===== src/rtl/systolic_compute_sequencer.sv =====
// Sequences one NxN output-stationary systolic multiply per start: snapshot A/B, clear PEs, skewed feed, drain, capture.
// Latency: done pulses 3N+PIPE_LAT cycles after the edge that samples start (13 for N=4, PIPE_LAT=1).
// Backpressure: none; start is sampled only in IDLE, and a start while busy is dropped, not queued.
// Ports: clk/rst (async active-high); start, a_flat, b_flat from the command side; pe_acc from the array;
//        a_in/b_in/pe_en/pe_clear to the array edges; results/busy/done back to the command side.
module systolic_compute_sequencer #(
    parameter int N        = 4,
    parameter int AW       = 16,
    parameter int BW       = 8,
    parameter int RW       = 32,
    parameter int PIPE_LAT = 1
) (
    input  logic                clk,
    input  logic                rst,
    input  logic                start,
    input  logic [N*N*AW-1:0]   a_flat,
    input  logic [N*N*BW-1:0]   b_flat,
    input  logic [N*N*RW-1:0]   pe_acc,
    output logic [N*AW-1:0]     a_in,
    output logic [N*BW-1:0]     b_in,
    output logic                pe_en,
    output logic                pe_clear,
    output logic [N*N*RW-1:0]   results,
    output logic                busy,
    output logic                done
);

    localparam int             TW     = $clog2(3*N-1);
    localparam logic [TW-1:0]  T_LAST = TW'(3*N-3);
    // The drain counter runs PIPE_LAT-1 down to 0; keep at least one bit so PIPE_LAT=0 still elaborates.
    localparam int             DW         = (PIPE_LAT > 1) ? $clog2(PIPE_LAT) : 1;
    localparam logic [DW-1:0]  DRAIN_LOAD = (PIPE_LAT > 0) ? DW'(PIPE_LAT-1) : '0;

    typedef enum logic [2:0] {
        S_IDLE,
        S_CLEAR,
        S_FEED,
        S_DRAIN,
        S_CAPTURE
    } state_t;

    state_t              state;
    logic [TW-1:0]       t;
    logic [DW-1:0]       drain_cnt;
    logic [N*N*AW-1:0]   a_snap;
    logic [N*N*BW-1:0]   b_snap;

    // pe_en/pe_clear/busy are registered, so each is loaded on the edge entering the state that owns it.
    always_ff @(posedge clk or posedge rst) begin
        if (rst) begin
            state     <= S_IDLE;
            t         <= '0;
            drain_cnt <= '0;
            a_snap    <= '0;
            b_snap    <= '0;
            results   <= '0;
            pe_en     <= 1'b0;
            pe_clear  <= 1'b0;
            busy      <= 1'b0;
            done      <= 1'b0;
        end else begin
            done <= 1'b0;
            case (state)
                S_IDLE: begin
                    if (start) begin
                        a_snap   <= a_flat;
                        b_snap   <= b_flat;
                        pe_clear <= 1'b1;
                        busy     <= 1'b1;
                        state    <= S_CLEAR;
                    end
                end
                S_CLEAR: begin
                    pe_clear <= 1'b0;
                    pe_en    <= 1'b1;
                    t        <= '0;
                    state    <= S_FEED;
                end
                S_FEED: begin
                    if (t == T_LAST) begin
                        if (PIPE_LAT == 0) begin
                            pe_en <= 1'b0;
                            state <= S_CAPTURE;
                        end else begin
                            drain_cnt <= DRAIN_LOAD;
                            state     <= S_DRAIN;
                        end
                    end else begin
                        t <= t + TW'(1);
                    end
                end
                S_DRAIN: begin
                    if (drain_cnt == '0) begin
                        pe_en <= 1'b0;
                        state <= S_CAPTURE;
                    end else begin
                        drain_cnt <= drain_cnt - DW'(1);
                    end
                end
                S_CAPTURE: begin
                    results <= pe_acc;
                    done    <= 1'b1;
                    busy    <= 1'b0;
                    state   <= S_IDLE;
                end
                default: begin
                    pe_en    <= 1'b0;
                    pe_clear <= 1'b0;
                    busy     <= 1'b0;
                    state    <= S_IDLE;
                end
            endcase
        end
    end

    // Skewed edge feed: row i carries A[i][k] and column j carries B[k][j] when t == index + k.
    // Looping over k with constant indices keeps every select static; at most one k matches per lane.
    always_comb begin
        a_in = '0;
        b_in = '0;
        if (state == S_FEED) begin
            for (int i = 0; i < N; i++) begin
                for (int k = 0; k < N; k++) begin
                    if (int'(t) == i + k) begin
                        a_in[i*AW +: AW] = a_snap[(i*N+k)*AW +: AW];
                    end
                    if (int'(t) == i + k) begin
                        b_in[i*BW +: BW] = b_snap[(k*N+i)*BW +: BW];
                    end
                end
            end
        end
    end

endmodule


===== config.mk =====
export PLATFORM = sky130hd
export DESIGN_NAME = systolic_compute_sequencer
export DESIGN_NICKNAME = d
export VERILOG_FILES = /design/src/rtl/systolic_compute_sequencer.sv
export SDC_FILE = /design/constraint.sdc
export NUM_CORES = 2
export LEC_CHECK = 0
export BUFFER_PORTS_ARGS = -buffer_cell sky130_fd_sc_hd__buf_2
export CAP_MARGIN = 10
export CORE_AREA = 2 2 595 597
export CTS_CLUSTER_DIAMETER = 80
export DETAILED_ROUTE_END_ITERATION = 8
export DIE_AREA = 0 0 597 599
export GPL_ROUTABILITY_DRIVEN = 0
export GPL_TIMING_DRIVEN = 0
export PLACE_DENSITY = 0.3
export SYNTH_ARGS = -nofsm -noshare
export SYNTH_HDL_FRONTEND = slang
export SYNTH_SLANG_ARGS = --single-unit

===== constraint.sdc =====
create_clock -name clk -period 52.5 [get_ports clk]
set_clock_uncertainty 0.15 [all_clocks]
set_input_delay 7.875 -clock clk [delete_from_list [all_inputs] [get_ports clk]]
set_output_delay 7.875 -clock clk [all_outputs]
set_load 0.005 [all_outputs]

==> impl_results.md <==
- Reg area: 0.0227 mm^2
- Worst Hold Depth: 1
- Synth Flop Type: dfrtp_1
- Post-Syn Area per Cell: 14.4 um^2
- Number of buffers created by CTS: 137
- Slew HR: 16.0%
- Clock-pin slew on the worst setup and hold paths: 0.06 ns
- Vias: 31000
- Clock Tree Root: clkbuf_16
- GR Util All Layers: 15.5%
- Die area: 0.358 mm^2
- Num rows: 218
- Antenna Nets Post-Route: 0
- Pre-CTS setup slack: 40.23 ns
- FMAX: 0.0797 GHz
- Remaining Overflow, GRT: 0
- Vias per std cell: 3.41
- Cells after Synth: 2604
- Final Slew Violations: 0
- Detailed Route WL: 288000 um
- Pint: 2.22 mW
- Die height: 599 um
- Core area: 0.351 mm^2
- Period utilization: 23.9%
- Min setup slack post-route: 39.95 ns
- Crit path max-delay family: buffers and inverters
- Multi-input logic area: 0.0139 mm^2
- Crit path DAT: 4.52 ns
- Initial DRT Pass Iterations: 5
- Hold Path Class: reg2reg
- Reg2Reg Setup Slack: 49.04 ns
- R2R depth: 5
- Clock sink total: 907
- DPL Wire Length: 246000 um
- Crit Path Max Fanout: 10
- Share of the synthesized area in the top cell type: 60.5%
- Crit path from: t[0]
- Clk_lat worst skew: 0.81 ns
- Slowest CP cell: clkbuf_1
- Post-Route Utilization: 15.9%
- Initial antenna violation count: 270
- Boundary Pins: 1511
- Avg WL per Cell: 31.8 um
- Worst path depth: 8
- Synth warn: 0
- Filler Cell Count: 39400
- Crit path top cell by count: clkbuf_1
- VDD IR max: 0.0264 mV
- Crit Reg-Reg Endpoint: b_snap[11]
- Status: completed
- CTS Hold Buffers Added: 0
- H-tree depth: 4
- CP bufs+invs: 4
- Setup crit end kind: primary output
- Synthesized area: 0.0375 mm^2
- Switching portion of total power: 39.5%
- Die width: 597 um
- Final setup fails: 0
- Capture point of the critical path: a_in[10]
- Area Overhead vs Synth: 48.8%
- TritonCTS clock tree: done
- Initial Utilization: 10.7%
- Number of synthesized register bits: 907
- Gate power share: 40.1%
- Design Power: 3.67 mW
- Crit Reg-Reg Startpoint: state[1]
- Synth area leaders: dfrtp_1 60%, mux2_2 27%, a21oi_1 1.8%
- Clock buffer depth: 4
- MaxCap Viol Count: 0
- First-pass GRT wire length: 360000 um
- Port buffer count: 1510
- Resized cells post-CTS: 0
- Power share of the clock group: 25.4%
- Seq pwr share: 34.4%
- Nets: 5170
- Sequential element share of the synthesized area: 60.5%
- Worst Tran Pin Value: 1.26 ns
- Fin Hold WS: 0.346 ns
- First DRT Iteration DRCs: 1553
- Async SR Flop Fraction: 100%
- Min cycle time layout: 12.55 ns
- Layout cells sized above 1: 64.4%
- Setup TNS Final: 0 ns
- Vias in the first global route: 32200
- WP data required: 44.48 ns
- Setup repair bufs after CTS: 0
- Synth Net Count: 3507
- Pin count of the biggest net entering global routing: 116
- Max stage delay on crit path: 0.92 ns
- RSZ-0062 raised after global routing: false
- Distinct cell type count after synthesis: 41
- Startpoint types: flop
- LEAKAGE: 24.8 nW
- Crit-path cells: inv_1 -> ha_1 -> clkbuf_1 -> clkbuf_1 -> nand3b_1 -> a21oi_1 -> o221a_2 -> buf_2
- WS Path Type: reg2out
- Final Hold Viols: 0
- PwrDens: 65.7 mW/mm^2
- Sw Pwr: 1.45 mW
- Yosys top cell by area: dfrtp_1
- Drc violations: 0
- Post-synth EDFFs: 0
per-stage QoR:
step	area, um^2	instances
3_5_place_dp	51200	8748
6_report	55900	9067
3_3_place_gp	50900	8734
4_1_cts	55700	8988
5_1_grt	55800	9019
2_1_floorplan	37500	2604
cell families after synthesis:
logic type / synth area share, %
simple gates: 3.99
compound gates: 6.01
buf+inv: 2.48
flops: 60.5
fa+ha+maj: 0.133
mux: 26.9
how the worst min path moves through the flow:
stage / startpoint / slack [ns] / end
after global routing: results[235] / 0.36 / results[235]
after CTS: results[270] / 0.35 / results[270]
after detailed placement: results[137] / 0.34 / results[137]
after global placement: results[71] / 0.34 / results[71]
final: results[178] / 0.35 / results[178]
after floorplan: a_snap[160] / 0.32 / a_snap[160]
per-layer routing:
metal,part of all wire [%],track usage [%],vias to the layer above
li1,-,-,13000
met1,36,16.4,15800
met2,52,28.3,1452
met3,9.3,6.19,567
met4,3.0,4.20,150
met5,0.33,0,-
synth_stat cells (13+ instances only):
cell,n
a22oi_1,13
clkbuf_1,74
buf_2,114
mux2_2,896
a21oi_1,135
a211o_1,23
buf_1,15
o221a_2,58
dfrtp_1,907
nand2b_1,15
nand2_1,57
o22ai_1,23
a221oi_1,13
nand3b_1,73
a32oi_1,23
nor3_1,24
nand3_1,26
nor2_1,61
a21o_1,15
registers in the layout, summed over array words and instances (netlist names):
| name | flops |
|---|---|
| results | 512 |
| a_snap | 256 |
| b_snap | 128 |
| t | 4 |
| state | 3 |
| busy | 1 |
| done | 1 |
| pe_clear | 1 |
| pe_en | 1 |
cell type report:
| cell class | count | share of cell area, % |
|---|---|---|
| clock buffers | 199 | 7.19 |
| multi-input cells | 1487 | 24.9 |
| diodes | 79 | 0.354 |
| flip-flops and latches | 907 | 40.6 |
| well taps | 4620 | 10.3 |
| repair buffers | 1524 | 14.1 |
| clock inverters | 41 | 0.746 |
| plain buffers | 203 | 1.63 |
| inverters | 7 | 0.0605 |
cells in the final DEF, fill, tap and decap left out, types with 23 or more instances in the layout:
master	count
buf_2	1625
dfrtp_1	907
mux2_2	896
clkbuf_16	141
a21oi_1	135
clkbuf_1	100
diode_2	79
nand3b_1	73
nor2_1	61
o221a_2	58
nand2_1	57
clkbuf_8	27
nand3_1	26
nor3_1	24
a211o_1	23
a32oi_1	23
o22ai_1	23
power groups by stage:
stage                     Sequential [mW]  Combinational (mW)  Clock [mW]
after floorplan                      1.24               0.656           0
after global placement               1.28                1.53           0
after detailed placement             1.28                1.54           0
after CTS                            1.27                1.55       0.971
after global routing                 1.31                1.58       0.993
final                                1.26                1.47       0.934
No activity file was read; power rests on OpenSTA's default activity.
